File: src/rtl/systolic_ctrl_param_if.sv
// Handshake and control bundle between a host and the systolic array controller.
// The host drives start/tile count/result-ready; the controller drives the array controls.
interface systolic_ctrl_param_if #(
  parameter int ROWS   = 4,
  parameter int COLS   = 4,
  parameter int ADDR_W = 4,
  parameter int LAT_W  = 4,
  parameter int TILE_W = 4
);
  logic                   startSys;
  logic [TILE_W-1:0]      numTiles;
  logic                   resReady;
  logic [ROWS*COLS-1:0]   rstnPsum;
  logic                   rstnPipe;
  logic                   rstnAddr;
  logic                   addrInc;
  logic [ADDR_W-1:0]      addr;
  logic [LAT_W-1:0]       latCnt;
  logic                   resValid;
  logic [TILE_W-1:0]      tileIdx;
  logic                   busy;
  logic                   done;

  modport master (
    output startSys, numTiles, resReady,
    input  rstnPsum, rstnPipe, rstnAddr, addrInc, addr, latCnt,
           resValid, tileIdx, busy, done
  );

  modport slave (
    input  startSys, numTiles, resReady,
    output rstnPsum, rstnPipe, rstnAddr, addrInc, addr, latCnt,
           resValid, tileIdx, busy, done
  );
endinterface

File: src/rtl/systolic_ctrl_param.sv
// Tile sequencer for a ROWS x COLS systolic array: feeds K operand cycles, waits for
// the skewed wavefront to drain, then hands each tile result off with a valid/ready handshake.
module systolic_ctrl_param #(
  parameter int ROWS   = 4,
  parameter int COLS   = 4,
  parameter int K      = 4,
  parameter int ADDR_W = 4,
  parameter int LAT_W  = 4,
  parameter int TILE_W = 4
) (
  input  logic                 clk,
  input  logic                 rstSys,
  systolic_ctrl_param_if.slave bus
);

  localparam int DRAIN_CYC = ROWS + COLS - 2;
  localparam int CYC_W     = $clog2(K + ROWS + COLS) + 1;
  localparam logic [TILE_W:0] IDX_ONE = 1;

  typedef enum logic [2:0] {IDLE, FEED, DRAIN, RESULT, DONE} state_t;

  state_t              state, state_nxt;
  logic [CYC_W-1:0]    tile_cycle;
  logic [TILE_W-1:0]   tile_idx;
  logic [TILE_W-1:0]   tiles_cap;
  logic [ADDR_W-1:0]   addr;
  logic                last_tile;
  logic                active;
  logic [ROWS*COLS-1:0] psum_n;
  logic [LAT_W-1:0]    lat;

  assign last_tile = ({1'b0, tile_idx} + IDX_ONE) >= {1'b0, tiles_cap};

  always_ff @(posedge clk) begin
    if (rstSys) state <= IDLE;
    else        state <= state_nxt;
  end

  always_comb begin
    state_nxt = state;
    case (state)
      IDLE:   if (bus.startSys) state_nxt = FEED;
      FEED:   if (tile_cycle == CYC_W'(K - 1))
                state_nxt = (DRAIN_CYC > 0) ? DRAIN : RESULT;
      DRAIN:  if (tile_cycle == CYC_W'(K + DRAIN_CYC - 1)) state_nxt = RESULT;
      RESULT: if (bus.resReady) state_nxt = last_tile ? DONE : FEED;
      DONE:   state_nxt = IDLE;
      default: state_nxt = IDLE;
    endcase
  end

  // Address keeps running across tiles of one run; it only returns to 0 between runs.
  always_ff @(posedge clk) begin
    if (rstSys) begin
      tile_cycle <= '0;
      tile_idx   <= '0;
      addr       <= '0;
    end else begin
      case (state)
        IDLE: begin
          tile_cycle <= '0;
          tile_idx   <= '0;
          addr       <= '0;
          if (bus.startSys)
            tiles_cap <= (bus.numTiles == '0) ? TILE_W'(1) : bus.numTiles;
        end
        FEED: begin
          tile_cycle <= tile_cycle + CYC_W'(1);
          addr       <= addr + ADDR_W'(1);
        end
        DRAIN: tile_cycle <= tile_cycle + CYC_W'(1);
        RESULT: begin
          if (bus.resReady && !last_tile) begin
            tile_cycle <= '0;
            tile_idx   <= tile_idx + TILE_W'(1);
          end
        end
        DONE: begin
          tile_cycle <= '0;
          tile_idx   <= '0;
          addr       <= '0;
        end
        default: tile_cycle <= '0;
      endcase
    end
  end

  // PE(r,c) sees its first operand r+c cycles into the tile, so its psum clear rides that diagonal.
  always_comb begin
    active = (state == FEED) || (state == DRAIN) || (state == RESULT);
    psum_n = '1;
    for (int r = 0; r < ROWS; r++)
      for (int c = 0; c < COLS; c++)
        if (tile_cycle == CYC_W'(r + c)) psum_n[r*COLS + c] = 1'b0;
    if (!active) psum_n = '0;
    lat = '0;
    if (state == DRAIN) lat = LAT_W'(tile_cycle - CYC_W'(K));
  end

  assign bus.rstnPsum = psum_n;
  assign bus.rstnPipe = active;
  assign bus.rstnAddr = active;
  assign bus.addrInc  = (state == FEED);
  assign bus.addr     = addr;
  assign bus.latCnt   = lat;
  assign bus.resValid = (state == RESULT);
  assign bus.tileIdx  = tile_idx;
  assign bus.busy     = active;
  assign bus.done     = (state == DONE);

endmodule

File: src/flat_wrapper.sv
// flat-port wrapper written by rule: the top's interface ports become plain ports
module systolic_ctrl_param_flat 
#(
  parameter int ROWS   = 4,
  parameter int COLS   = 4,
  parameter int K      = 4,
  parameter int ADDR_W = 4,
  parameter int LAT_W  = 4,
  parameter int TILE_W = 4
)
  (clk, rstSys, bus_startSys, bus_numTiles, bus_resReady, bus_rstnPsum, bus_rstnPipe, bus_rstnAddr, bus_addrInc, bus_addr, bus_latCnt, bus_resValid, bus_tileIdx, bus_busy, bus_done);
  systolic_ctrl_param_if #(.ROWS(ROWS), .COLS(COLS), .ADDR_W(ADDR_W), .LAT_W(LAT_W), .TILE_W(TILE_W)) bus_i ();
  input  logic clk;
  input  logic rstSys;
  input wire logic [$bits(bus_i.startSys)-1:0] bus_startSys;
  input wire logic [$bits(bus_i.numTiles)-1:0] bus_numTiles;
  input wire logic [$bits(bus_i.resReady)-1:0] bus_resReady;
  output wire logic [$bits(bus_i.rstnPsum)-1:0] bus_rstnPsum;
  output wire logic [$bits(bus_i.rstnPipe)-1:0] bus_rstnPipe;
  output wire logic [$bits(bus_i.rstnAddr)-1:0] bus_rstnAddr;
  output wire logic [$bits(bus_i.addrInc)-1:0] bus_addrInc;
  output wire logic [$bits(bus_i.addr)-1:0] bus_addr;
  output wire logic [$bits(bus_i.latCnt)-1:0] bus_latCnt;
  output wire logic [$bits(bus_i.resValid)-1:0] bus_resValid;
  output wire logic [$bits(bus_i.tileIdx)-1:0] bus_tileIdx;
  output wire logic [$bits(bus_i.busy)-1:0] bus_busy;
  output wire logic [$bits(bus_i.done)-1:0] bus_done;
  assign bus_i.startSys = bus_startSys;
  assign bus_i.numTiles = bus_numTiles;
  assign bus_i.resReady = bus_resReady;
  assign bus_rstnPsum = bus_i.rstnPsum;
  assign bus_rstnPipe = bus_i.rstnPipe;
  assign bus_rstnAddr = bus_i.rstnAddr;
  assign bus_addrInc = bus_i.addrInc;
  assign bus_addr = bus_i.addr;
  assign bus_latCnt = bus_i.latCnt;
  assign bus_resValid = bus_i.resValid;
  assign bus_tileIdx = bus_i.tileIdx;
  assign bus_busy = bus_i.busy;
  assign bus_done = bus_i.done;
  systolic_ctrl_param #(.ROWS(ROWS), .COLS(COLS), .K(K), .ADDR_W(ADDR_W), .LAT_W(LAT_W), .TILE_W(TILE_W)) u_core (.clk(clk), .rstSys(rstSys), .bus(bus_i));
endmodule
File: config.mk
export PLATFORM = sky130hd
export DESIGN_NAME = systolic_ctrl_param_flat
export DESIGN_NICKNAME = d
export VERILOG_FILES = /design/src/rtl/systolic_ctrl_param_if.sv /design/src/rtl/systolic_ctrl_param.sv /design/src/flat_wrapper.sv
export SDC_FILE = /design/constraint.sdc
export NUM_CORES = 1
export LEC_CHECK = 0
export ABC_AREA = 1
export CORE_MARGIN = 2
export CORE_UTILIZATION = 30
export DETAILED_ROUTE_END_ITERATION = 16
export PLACE_DENSITY_LB_ADDON = 0.2
export SLEW_MARGIN = 0
export SYNTH_ARGS = -nofsm -noshare
export SYNTH_HDL_FRONTEND = slang
export SYNTH_SLANG_ARGS = --single-unit
File: constraint.sdc
create_clock -name clk -period 6 [get_ports clk]
set_clock_uncertainty 0.2 [all_clocks]
set_input_delay 1.5 -clock clk [delete_from_list [all_inputs] [get_ports clk]]
set_output_delay 1.5 -clock clk [all_outputs]
set_load 0.01 [all_outputs]
==> reports/qor.csv, run 1 <==
stage,metric,value,unit
status,outcome,"finished, final reports clean",
power,power_switching_share,37.7,%
global_routing,overflow,0,
power,cellLeakagePower,0.817,nW
setup_path,worstPathCellList,"inv_1, nand2_1, inv_1, nor2_1, inv_1, a31oi_1, clkdlybuf4s50_1",
synthesis,post_synth_instance_area,1370,µm²
floorplanning,placeableCoreArea,4380,µm²
timing,finalSetupViolations,0,
drt,detailroute.via_count,1215,
power,irDropWorstVdd,181,µV
synthesis,yosys.area.top_type,dfxtp_1,
placed_design,dp_worst_setup_slack,2.38,ns
cells_and_area,antennaDiodeCount,0,
power,power.share.clock,18.8,%
cells_and_area,drive_above_1_share,5.00,%
floorplanning,design.die.area,5130,µm²
cells_and_area,n_fill_cell,462,
cells_and_area,layout-area-overhead-vs-synth,32.8,%
timing,unrepaired_setup_endpoints_after_global_routing,false,
drt,first_pass_iters,5,
floorplanning,io_pins,42,
global_routing,grtUsageMet1,18.1,%
min_path,worst_hold_path_type,reg2reg,
power,p_int,0.453,mW
drt,detail_route.vias_per_cell,4.47,
floorplanning,vertical_extent_of_the_die,71.6,µm
synthesis,synth_sequential_area_ratio,32.1,%
clock_tree,insertion_delay,0.26,ns
timing,final-max-slew-violation-count,0,
timing,post-route-period-util,64.7,%
drt,antenna_violating_nets_post_route,0,
clock_tree,hold_buffers,0,
synthesis,yosys-top-cells-area,"dfxtp_1, ha_1, nand2_1",
timing,hold_violations,0,
timing,worstMarginPinSlew,0.731,ns
setup_path,cp_data_arrival_time,2.18,ns
clock_tree,cts_inserted_buffers,3,
global_routing,grt_start_max_net_pins,13,
global_routing,grt_pass1_vias,1142,
timing,layout_setup_ws,2.12,ns
drt,post-route-drc-count,0,
setup_path,cp_max_fo,7,
clock_tree,htreeDepth,1,
setup_path,worstSetupEndpointType,output port,
global_routing,antenna_found_initial,0,
clock_tree,clock_tree.buffer_depth,2,
global_routing,global_route_wire_length_before_repair,5100,µm
setup_path,setup.worst_path.start_class,flop,
setup_path,critPathMostFrequentCell,inv_1,
timing,fmax,257,MHz
setup_path,cpMaxStageDelayCell,clkdlybuf4s50_1,
cells_and_area,final_core_util,41.5,%
power,p_sw,0.274,mW
clock_tree,clkSinkCount,20,
synthesis,yosysWarningCount,0,
cells_and_area,layout.cells.most_common_list,"clkdlybuf4s50_1, nand2_1, inv_1, nor2_1, dfxtp_1",
floorplanning,die_x,71.6,µm
clock_tree,clockRootBuffer,clkbuf_8,
clock_tree,postCtsSetupBuffers,0,
setup_path,path_delay_family,buffers and inverters,
synthesis,ys_types,25,
floorplanning,std_cell_rows,24,
synthesis,postSynthNetCount,212,
synthesis,syn-instance-count,190,
drt,initial_drc_count,76,
placed_design,gp_congestion,0.870,
setup_path,timing.critical_path.slowest_cell_delay,0.59,ns
setup_path,critical_path.n_buffers_inverters,4,
timing,fin_crit,3.88,ns
cells_and_area,layout.cells.most_common,clkdlybuf4s50_1,
clock_tree,clock_tree_from_tritoncts,yes,
placed_design,port_buffers,41,
setup_path,timing_worst_setup_path_type,reg2out,
timing,whs,0.307,ns
power,pwr-share-seq,23.4,%
clock_tree,post_cts_resize_count,0,
setup_path,crit_required,4.30,ns
timing,timing.slew.headroom,50.8,%
drt,wl_per_cell,10.5,µm
placed_design,dpl.hpwl,2310,µm
synthesis,postSynthRegisterBits,20,
synthesis,synth.avg_cell_area,7.22,µm²
timing,fin_setup_tns,0,ns
global_routing,gr-usage-met2,18.4,%
drt,drt_wl_total,2860,µm
job,drv.max_cap_violation_count,0,
power,power.share.combinational,57.9,%
floorplanning,floorplan.initialDensity,31.3,%
global_routing,groute.layer.met3.usage,2.95,%
power,power_per_cell_area,399,nW/µm²
clock_tree,cts.clk_slew.worst_paths,0.08,ns
global_routing,grt_use_total,12.2,%
cells_and_area,final_nets,243,
synthesis,yosys_top_cell_area_share,23.4,%
global_routing,grt-busiest-layer,met2,
registers in the layout, summed over array words and instances, names as in the netlist:
name and flops:
u_core.bus.addr 4, u_core.bus.tileIdx 4, u_core.state 3, u_core.tile_cycle 5, u_core.tiles_cap 4
power groups by stage:
stage	logic (mW)	registers, mW	clock network (mW)
floorplan	0.265	0.172	0
CTS	0.426	0.170	0.138
global route	0.464	0.174	0.144
finish	0.420	0.170	0.137
global placement	0.426	0.173	0
detailed placement	0.425	0.173	0
cell type report:
| type | count | area, µm² | share of cell area [%] |
|---|---|---|---|
| tap | 52 | 65.1 | 3.57 |
| sequential | 20 | 440 | 24.2 |
| multi-input combinational | 123 | 713 | 39.2 |
| timing repair buffer | 41 | 410 | 22.5 |
| clock buffer | 3 | 41.3 | 2.27 |
| inverter | 32 | 120 | 6.60 |
| clock inverter | 1 | 30.0 | 1.65 |
cell usage after synthesis:
cell type,number
clkbuf_1,4
or2_2,1
xnor2_1,1
and3_1,1
nor2_1,26
inv_1,30
nor4_1,1
nand4_1,1
a21oi_1,11
o21ai_1,2
nand3_1,14
nor2_2,1
inv_2,2
nand3_2,1
buf_4,11
nand2_1,33
a31oi_1,4
o21ai_0,2
ha_1,14
nand4_4,1
nor3_1,3
dfxtp_1,16
nor3_4,1
edfxtp_1,4
xor2_1,5
worst paths after layout:
| path | start | end | slack [ns] | cells after the start |
|---|---|---|---|---|
| worst max register to register | u_core.bus.tileIdx[0] | u_core.tile_cycle[4] | 3.87 | 9 |
| worst min register to register | u_core.bus.addr[1] | u_core.bus.addr[1] | 0.31 | 2 |
| worst max-delay path | u_core.state[1] | bus_rstnPsum[2] | 2.12 | 7 |
| worst min-delay path | u_core.bus.addr[1] | u_core.bus.addr[1] | 0.31 | 2 |
kinds of logic (layout without fill, tap and decap cells):
logic type | count (synthesis) | after routing | share of synthesized area (%)
simple gates | 84 | 84 | 28.1
buf+inv | 47 | 77 | 15.9
flops | 20 | 20 | 32.1
compound gates | 19 | 19 | 7.30
fa+ha+maj | 14 | 14 | 12.8
xor+xnor | 6 | 6 | 3.83
stage by stage:
step	instance area [µm²]	total power, mW	std cells
floorplan	1370	0.436	190
global placement	1750	0.598	268
detailed placement	1750	0.598	268
CTS	1820	0.734	272
global route	1820	0.782	272
finish	1820	0.727	272
worst reg2reg max path, stage by stage, from the launching register on:
cell and delay (ns):
dfxtp_1 0.44, nand3_1 0.12, xor2_1 0.20, ha_1 0.27, nand2_1 0.09, nand2_1 0.05
nor2_1 0.21, nand3_1 0.23, nand3_1 0.13, a21oi_1 0.06
metal layers:
layer	routed length, µm	vias to the layer above
li1	-	647
met2	1180	32
met5	0	-
met4	19	0
met1	1490	534
met3	170	2
Power figures use the tool's default switching activity.
==> run 2: changes to the inputs <==
- clock period: 6 -> 3.9 ns (I/O delays scaled with it)
==> reports/qor.csv, run 2 (synthesis results as in run 1) <==
stage,metric,value,unit,change
power,cellLeakagePower,0.809,nW,-0.94%
timing,fin_setup_tns,0,ns,unchanged
power,power_switching_share,40.0,%,+2.4 points
setup_path,register_to_register_path_setup_slack,1.75,ns,-2.12 ns
setup_path,reg2reg_depth,9,,unchanged
clock_tree,insertion_delay,0.26,ns,about the same
drt,detail_route.vias_per_cell,4.45,,-0.37%
clock_tree,clockRootBuffer,clkbuf_8,,
clock_tree,post_cts_resize_count,0,,unchanged
setup_path,critPathMostFrequentCell,inv_1,,
floorplanning,design.die.area,5130,µm²,unchanged
cells_and_area,n_fill_cell,463,,+0.22%
setup_path,cpMaxStageDelayCell,clkdlybuf4s50_1,,
setup_path,timing_worst_setup_path_type,reg2out,,
clock_tree,postCtsSetupBuffers,0,,unchanged
cells_and_area,layout.cells.most_common_list,"clkdlybuf4s50_1, nand2_1, inv_1, nor2_1, dfxtp_1",,
timing,hold_violations,0,,unchanged
cells_and_area,flip_flop_count_of_the_largest_register_after_layout,5,,unchanged
setup_path,cp_max_fo,7,,unchanged
drt,detailroute.via_count,1215,,unchanged
power,p_int,0.635,mW,+40%
drt,first_pass_iters,4,,-1
timing,whs,0.303,ns,-0.00392 ns
clock_tree,clock_tree.buffer_depth,2,,unchanged
setup_path,worst_setup_path_startpoint,u_core.state[1],,
setup_path,cp_data_arrival_time,2.17,ns,about the same
placed_design,gp_congestion,0.959,,+10%
drt,initial_drc_count,61,,-20%
floorplanning,die_x,71.6,µm,unchanged
power,p_sw,0.424,mW,+55%
clock_tree,htreeDepth,1,,unchanged
clock_tree,cts.clk_slew.worst_paths,0.07,ns,about the same
global_routing,global_route_wire_length_before_repair,5010,µm,-1.8%
placed_design,post-place-cells,269,,+0.37%
global_routing,grt_start_max_net_pins,12,,-1
cells_and_area,layout.cells.most_common,clkdlybuf4s50_1,,
setup_path,setup.worst_path.start_class,flop,,
min_path,worstHoldEndpoint,u_core.bus.addr[1],,
floorplanning,placeableCoreArea,4380,µm²,unchanged
power,pwr-share-seq,24.8,%,+1.4 points
setup_path,crit_required,2.72,ns,-1.58 ns
setup_path,r2r-start,u_core.bus.tileIdx[0],,
drt,drt_wl_total,2960,µm,+3.2%
global_routing,grt_use_total,12.4,%,+0.14 points
floorplanning,std_cell_rows,24,,unchanged
placed_design,dpl.hpwl,2340,µm,+1.1%
placed_design,postPlaceCellArea,1760,µm²,+0.43%
timing,unrepaired_setup_endpoints_after_global_routing,false,,
floorplanning,floorplan.initialDensity,31.3,%,unchanged
cells_and_area,layout-area-overhead-vs-synth,31.4,%,
floorplanning,io_pins,42,,unchanged
clock_tree,hold_buffers,0,,unchanged
cells_and_area,largest_register,u_core.tile_cycle,,
drt,wl_per_cell,10.8,µm,+2.9%
global_routing,grt_pass1_vias,1086,,-4.9%
clock_tree,clkSinkCount,20,,unchanged
floorplanning,vertical_extent_of_the_die,71.6,µm,unchanged
cells_and_area,fin_cells,273,,+0.37%
cells_and_area,drive_above_1_share,4.98,%,-0.023 points
timing,fmax,299,MHz,
status,outcome,"finished, final reports clean",,
global_routing,antenna_found_initial,0,,unchanged
power,power_per_cell_area,587,nW/µm²,+47%
setup_path,critical_path.n_buffers_inverters,4,,unchanged
setup_path,worst_r2r_endpoint,u_core.tile_cycle[0],,
cells_and_area,stdcell_area,1800,µm²,-1.0%
placed_design,port_buffers,41,,unchanged
drt,post-route-drc-count,0,,unchanged
setup_path,path_delay_family,buffers and inverters,,
setup_path,timing.critical_path.slowest_cell_delay,0.59,ns,about the same
drt,antenna_violating_nets_post_route,0,,unchanged
power,power.share.clock,13.8,%,-5.0 points
setup_path,worstSetupEndpointType,output port,,
timing,post-route-period-util,85.8,%,
timing,fin_crit,3.34,ns,
clock_tree,cts_inserted_buffers,3,,unchanged
timing,timing.slew.headroom,67.7,%,+17 points
power,irDropWorstVdd,251,µV,+39%
min_path,min_delay_path_depth,2,,unchanged
timing,worstMarginPinSlew,0.482,ns,-0.249 ns
cells_and_area,final_nets,244,,+0.41%
timing,finalSetupViolations,0,,unchanged
min_path,timing.hold.worst.start,u_core.bus.addr[1],,
clock_tree,clock_tree_from_tritoncts,yes,,
job,drv.max_cap_violation_count,0,,unchanged
timing,final-max-slew-violation-count,0,,unchanged
global_routing,overflow,0,,unchanged
power,power.share.combinational,61.4,%,+3.5 points
min_path,worst_hold_path_type,reg2reg,,
setup_path,worstPathCellList,"inv_1, nand2_1, inv_1, nor2_1, inv_1, a31oi_1, clkdlybuf4s50_1",,
cells_and_area,antennaDiodeCount,0,,unchanged
[run 2: worst reg2reg max path, delay by kind of cell, from the launching register on]
kind / cells / cell delay (ns)
adder cells (fa/ha/maj): 1 / 0.27
AO/OA/AOI/OAI: 1 / 0.07
AND/OR/NAND/NOR: 6 / 0.85
XOR/XNOR: 1 / 0.21
flip-flops: 1 / 0.43
[run 2: how the worst max path moves through the flow]
stage | end | depth (start not counted)
2_1_floorplan | bus_rstnPsum[10] | 7
3_5_place_dp | bus_rstnPsum[2] | 7
5_1_grt | bus_rstnPsum[2] | 7
6_report | bus_rstnPsum[2] | 7
3_3_place_gp | bus_rstnPsum[2] | 7
4_1_cts | bus_rstnPsum[2] | 7
[run 2: metrics by stage]
stage               setup WS, ns  util [%]  total power [mW]
finish                     0.555      41.1              1.06
global placement           0.948      40.1             0.927
global route               0.308      41.1              1.15
floorplan                   1.19         -             0.671
CTS                        0.534      41.1              1.07
detailed placement         0.834      40.1             0.924
[run 2: layout make-up]
type / instances / area [µm²] / share of cell area (%)
Clock buffer: 4 / 45.0 / 2.50
Multi-Input combinational cell: 123 / 713 / 39.6
Sequential cell: 20 / 440 / 24.4
Tap cell: 52 / 65.1 / 3.61
Timing Repair Buffer: 42 / 418 / 23.2
Inverter: 32 / 120 / 6.67
[run 2: per-layer routing]
metal  global-route usage, %  share of wire (%)  vias to the layer above
li1                        -                  -                      652
met1                    17.5                 49                      526
met2                    18.2                 42                       32
met3                    3.09                7.0                        5
met4                    4.40                1.7                        0
met5                       0                  0                        -
[run 2: power by group through the flow]
stage	combinational, mW	sequential (mW)	clock, mW
2_1_floorplan	0.407	0.264	0
3_3_place_gp	0.661	0.266	0
3_5_place_dp	0.657	0.267	0
4_1_cts	0.660	0.262	0.151
5_1_grt	0.714	0.268	0.163
6_report	0.650	0.263	0.146
==> RTL change 1: new RTL, config.mk and constraints of run 1 <==
Re-encode `state_t` (5 states) as one-hot, 5 bits wide.
--- a/src/rtl/systolic_ctrl_param.sv
+++ b/src/rtl/systolic_ctrl_param.sv
@@ -18,5 +18,5 @@
   localparam logic [TILE_W:0] IDX_ONE = 1;
 
-  typedef enum logic [2:0] {IDLE, FEED, DRAIN, RESULT, DONE} state_t;
+  typedef enum logic [4:0] {IDLE = 5'b00001, FEED = 5'b00010, DRAIN = 5'b00100, RESULT = 5'b01000, DONE = 5'b10000} state_t;
 
   state_t              state, state_nxt;
Function: same outputs for any inputs over 10 cycles, from zero or initial values and one cycle with rstSys high; not proved beyond that.
==> RTL change 1 against run 1 <==
Routed wire length increased by 13%. Synthesized area is 14% higher. Sequential cell count rose by 2. Worst hold slack hardly changed. Cell area grew 11%. Largest cell class unchanged. Critical endpoint is now bus_rstnPsum[9]. Global-route usage decreased by 1.2 points. Worst setup slack better by 80 ps.
Power is not compared: it rests on default switching activity, and its combinational part moved more than twofold at a synthesized area within 25%.
==> RTL change 1: results (changes against run 1) <==
| Metric | Value |
|---|---|
| Status | completed (unchanged) |
| Top post-synthesis cells by area | dfxtp_1 (23%), ha_1 (11%), nand2_1 (9.6%) (was dfxtp_1 (23%), ha_1 (13%), nand2_1 (9.0%)) |
| Main synth FF type | dfxtp_1 (unchanged) |
| WL/cell | 10.1 um (was 10.5 um) |
| Detail Placement HPWL | 2640 um (was 2310 um) |
| R2r endpoint | u_core.tile_cycle[3] (was u_core.tile_cycle[4]) |
| First-pass GRT wire length | 5390 um (was 5100 um) |
| Synth cell count leaders | nand2_1 (40), inv_1 (35), nor2_1 (24) (was nand2_1 (33), inv_1 (30), nor2_1 (26)) |
| 1st-pass router iterations | 4 (was 5) |
| Syn_nets | 243 (was 212) |
| RD Place Congestion | 0.788 (was 0.870) |
| All-Layer GR Usage | 11.0% (was 12.2%) |
| Share of post-route cells with drive strength above 1 | 10.0% (was 5.00%) |
| Drt via density | 4.33 (was 4.47) |
| Nets@finish | 273 (was 243) |
| Sequential area share after synthesis | 30.7% (was 32.1%) |
| Max FO, Critical Path | 10 (was 7) |
| CTS Root Cell | clkbuf_8 (unchanged) |
| Filler cells | 565 (was 462) |
| Hold WC Path Type | register to register (unchanged) |
| Placed instance area | 1960 sq um (was 1750 sq um) |
| DR iter-0 viols | 57 (was 76) |
| Synth cell types | 29 (was 25) |
| Post-CTS setup buffers | 0 (unchanged) |
| Cells after DPL | 316 (was 268) |
| Hold Startpoint | u_core.bus.addr[3] (was u_core.bus.addr[1]) |
| R2R depth | 10 (was 9) |
| Worst slew margin | 63.4% (was 50.8%) |
| Ant diodes | 0 (unchanged) |
| Vias | 1,386 (was 1,215) |
| Setup TNS | 0 ps (unchanged) |
| CP arrival | 2100 ps (was 2180 ps) |
| Cell depth of the worst hold path | 2 (unchanged) |
| Vias in the first global route | 1,236 (was 1,142) |
| Reg2reg setup slack | 3840 ps (was 3870 ps) |
| Worst Hold Path EP | u_core.bus.addr[3] (was u_core.bus.addr[1]) |
| Syn avg cell area | 7.08 sq um (was 7.22 sq um) |
| Buffers on Ports | 41 (unchanged) |
| Largest net degree at the start of global routing | 14 (was 13) |
[RTL change 1: changes by cell type in the layout (fill, tap and decap cells not counted), moves of 4 or more]
| cell | delta |
|---|---|
| nand2_1 | +7 |
| nand2_2 | +6 |
| inv_1 | +5 |
| o21ai_0 | +4 |
[RTL change 1: kinds of logic (layout without fill, tap and decap cells)]
family / Yosys count / after routing / synth area share, %
flops: 22 / 22 / 30.7
xor+xnor: 4 / 4 / 2.24
buf+inv: 56 / 85 / 16.1
fa+ha+maj: 14 / 14 / 11.2
compound gates: 22 / 22 / 7.92
simple gates: 103 / 103 / 31.8
[RTL change 1: area by class of cell]
class                           count  area share (%)
Sequential cell                    22            23.8
Inverter                           40            7.45
Clock buffer                        4            2.73
Tap cell                           70            4.35
Timing Repair Buffer               41            20.4
Multi-Input combinational cell    143            41.3
[RTL change 1: worst max-delay path, stage by stage (launching register included)]
cell and delay [ps]:
dfxtp_1 360, inv_1 70, nor2_1 130, nand3_2 170, nand2_2 170, nor2_1 60, inv_2 120, o21ai_0 100
inv_1 110, clkdlybuf4s50_1 540
[RTL change 1: worst max-delay path by stage]
stage	start	endpoint	slack [ps]	cells past startpoint
6_report	u_core.state[1]	bus_rstnPsum[9]	2200	9
5_1_grt	u_core.state[1]	bus_rstnPsum[9]	1970	9
4_1_cts	u_core.state[1]	bus_rstnPsum[9]	2160	9
3_5_place_dp	u_core.state[3]	bus_rstnPsum[9]	2460	8
3_3_place_gp	u_core.state[1]	bus_rstnPsum[12]	2500	9
2_1_floorplan	u_core.state[0]	bus_rstnPsum[12]	2980	10
[RTL change 1: through the flow]
step / utilization, % / hold WS (ps) / setup slack [ps]
2_1_floorplan: - / 284 / 2980
3_3_place_gp: 38.6 / 294 / 2500
3_5_place_dp: 38.6 / 297 / 2460
4_1_cts: 39.7 / 310 / 2160
5_1_grt: 39.7 / 337 / 1970
6_report: 39.7 / 308 / 2200
[RTL change 1: routing by layer]
| layer | track usage [%] | wire length (um) |
|---|---|---|
| met4 | 2.73 | 28 |
| met2 | 17.6 | 1400 |
| met1 | 15.0 | 1650 |
| met5 | 0 | 0 |
| met3 | 2.61 | 162 |
[RTL change 1: report_power, final]
part	switching [mW]	total [mW]	leakage (nW)	internal (mW)
clock	0.0501	0.109	0.0288	0.0586
sequential	0.0107	0.175	0.183	0.165
combinational	0.109	0.199	0.761	0.0895
==> RTL change 2: new RTL, settings of run 1 <==
Made on the original files. `LAT_W` is set to 4 in 3 places; all go to 6.
--- a/src/rtl/systolic_ctrl_param_if.sv
+++ b/src/rtl/systolic_ctrl_param_if.sv
@@ -5,5 +5,5 @@
   parameter int COLS   = 4,
   parameter int ADDR_W = 4,
-  parameter int LAT_W  = 4,
+  parameter int LAT_W  = 6,
   parameter int TILE_W = 4
 );
--- a/src/rtl/systolic_ctrl_param.sv
+++ b/src/rtl/systolic_ctrl_param.sv
@@ -6,5 +6,5 @@
   parameter int K      = 4,
   parameter int ADDR_W = 4,
-  parameter int LAT_W  = 4,
+  parameter int LAT_W  = 6,
   parameter int TILE_W = 4
 ) (
--- a/src/flat_wrapper.sv
+++ b/src/flat_wrapper.sv
@@ -6,5 +6,5 @@
   parameter int K      = 4,
   parameter int ADDR_W = 4,
-  parameter int LAT_W  = 4,
+  parameter int LAT_W  = 6,
   parameter int TILE_W = 4
 )
Ports: changed (resized bus_latCnt); port bits go from 42 to 44. No check against the original RTL was run, so the function may have changed too.
==> RTL change 2 against run 1 <==
Worst setup slack improved by 170 ps. Sequential share of layout area decreased by 0.91 points. Synthesized area increased by 5.5%. Clock power decreased by 33%. Sequential cell count unchanged. Power increased by 4.1%. Cell area increased by 3.9%. Count of clock-buffer cells in the layout increased by 1. Routed wire length increased by 7.6%. Combinational power increased by 17%. Critical endpoint unchanged.
==> RTL change 2: results (changes against run 1) <==
| Metric | Value |
|---|---|
| RD Place Congestion | 0.802 (was 0.870) |
| Detail Placement HPWL | 2470 um (was 2310 um) |
| CTS resizes | 0 (unchanged) |
| Worst-Margin Slew | 426 ps (was 731 ps) |
| Vias in the first global route | 1,136 (was 1,142) |
| Syn_nets | 223 (was 212) |
| 1st-pass router iterations | 4 (was 5) |
| Worst-Skew Late Latency | 260 ps (about the same) |
| All-Layer GR Usage | 12.2% (about the same) |
| Number of synthesized flops with an enable pin | 4 (unchanged) |
| Largest net degree at the start of global routing | 12 (was 13) |
| WL/cell | 10.8 um (was 10.5 um) |
| Critical Path Slowest Stage Cell | clkdlybuf4s50_1 (unchanged) |
| Worst-path clk slew | 80 ps (about the same) |
| CP arrival | 2020 ps (was 2180 ps) |
| Max FO, Critical Path | 8 (was 7) |
| Lkg Pwr | 0.856 nW (was 0.817 nW) |
| Synth Warn # | 0 (unchanged) |
| Post-CTS setup buffers | 0 (unchanged) |
| Top post-synthesis cells by area | dfxtp_1 (22%), ha_1 (13%), nand2_1 (9.6%) (was dfxtp_1 (23%), ha_1 (13%), nand2_1 (9.0%)) |
| Hold WC Path Type | register to register (unchanged) |
| Synth async-reset ratio | 0% (unchanged) |
| First-pass GRT wire length | 5210 um (was 5100 um) |
| Synth cell types | 28 (was 25) |
| DR iter-0 viols | 48 (was 76) |
| Main synth FF type | dfxtp_1 (unchanged) |
| Drt via density | 4.45 (was 4.47) |
| CTS buffer count | 3 (unchanged) |
| Synth cell count leaders | nand2_1 (37), inv_1 (26), nor2_1 (24) (was nand2_1 (33), inv_1 (30), nor2_1 (26)) |
| Sequential area share after synthesis | 30.4% (was 32.1%) |
| Status | completed (unchanged) |
| Initial antenna violation count | 0 (unchanged) |
| VDD IR max | 163 uV (was 181 uV) |
| Clock buffer depth | 2 (unchanged) |
| H-tree levels | 1 (unchanged) |
| Buffers on Ports | 43 (was 41) |
| Share of post-route cells with drive strength above 1 | 8.19% (was 5.00%) |
| Nets@finish | 256 (was 243) |
RTL change 2: changes by cell type after synthesis, moves of 2 or more:
cell            run 1  this run
nand2_2             0         3
nand2_1            33        37
a21oi_1            11        15
nor3_1              3         1
inv_1              30        26
inv_2               2         5
nor2_1             26        24
o21ai_0             2         4
RTL change 2: metrics by stage:
| step | instance area (sq um) | utilization [%] | std cells | worst slack [ps] | hold slack, ps |
|---|---|---|---|---|---|
| floorplan | 1450 | - | 200 | 2960 | 285 |
| detailed placement | 1850 | 39.4 | 282 | 2540 | 270 |
| CTS | 1890 | 40.3 | 286 | 2260 | 285 |
| global route | 1890 | 40.3 | 286 | 2120 | 323 |
| global placement | 1850 | 39.4 | 282 | 2590 | 273 |
| finish | 1890 | 40.3 | 286 | 2280 | 280 |
RTL change 2: report_power, final:
| part | total [mW] | internal, mW | switching [mW] | leakage (nW) |
|---|---|---|---|---|
| Combinational | 0.491 | 0.245 | 0.246 | 0.667 |
| Clock | 0.0919 | 0.0473 | 0.0446 | 0.0228 |
| Sequential | 0.173 | 0.156 | 0.0170 | 0.167 |
| Total | 0.757 | 0.449 | 0.308 | 0.856 |
RTL change 2: worst paths after layout:
path,start,to,slack [ps],cells past startpoint
max,u_core.tile_cycle[2],bus_rstnPsum[2],2280,6
min,u_core.bus.addr[2],u_core.bus.addr[2],280,1
max reg2reg,u_core.bus.tileIdx[0],u_core.tile_cycle[0],3750,11
min reg2reg,u_core.bus.addr[2],u_core.bus.addr[2],280,1
RTL change 2: layout make-up:
cell class	count	area [sq um]
multi-input combinational	134	792
timing repair buffer	43	430
tap	54	67.6
inverter	31	116
clock buffer	4	45.0
sequential	20	440
fill	495	2800
RTL change 2: worst reg2reg max path, delay by kind of cell (launching register included):
| kind | cells | cell delay (ps) |
|---|---|---|
| fa+ha+maj | 2 | 520 |
| compound gates | 1 | 70 |
| xor+xnor | 1 | 200 |
| buf+inv | 1 | 50 |
| flops | 1 | 450 |
| simple gates | 6 | 640 |
RTL change 2: cells by family after synthesis:
group / after synthesis / share of synthesized area, %
compound gates: 25 / 9.34
xor+xnor: 6 / 3.63
fa+ha+maj: 15 / 13.0
buf+inv: 46 / 14.8
flops: 20 / 30.5
simple gates: 88 / 28.8
RTL change 2: routing by layer:
layer	up-vias	share of wire, %	track usage [%]
li1	684	-	-
met1	546	53	17.8
met2	38	41	18.5
met3	5	4.7	1.65
met4	0	1.4	4.24
met5	-	0	0
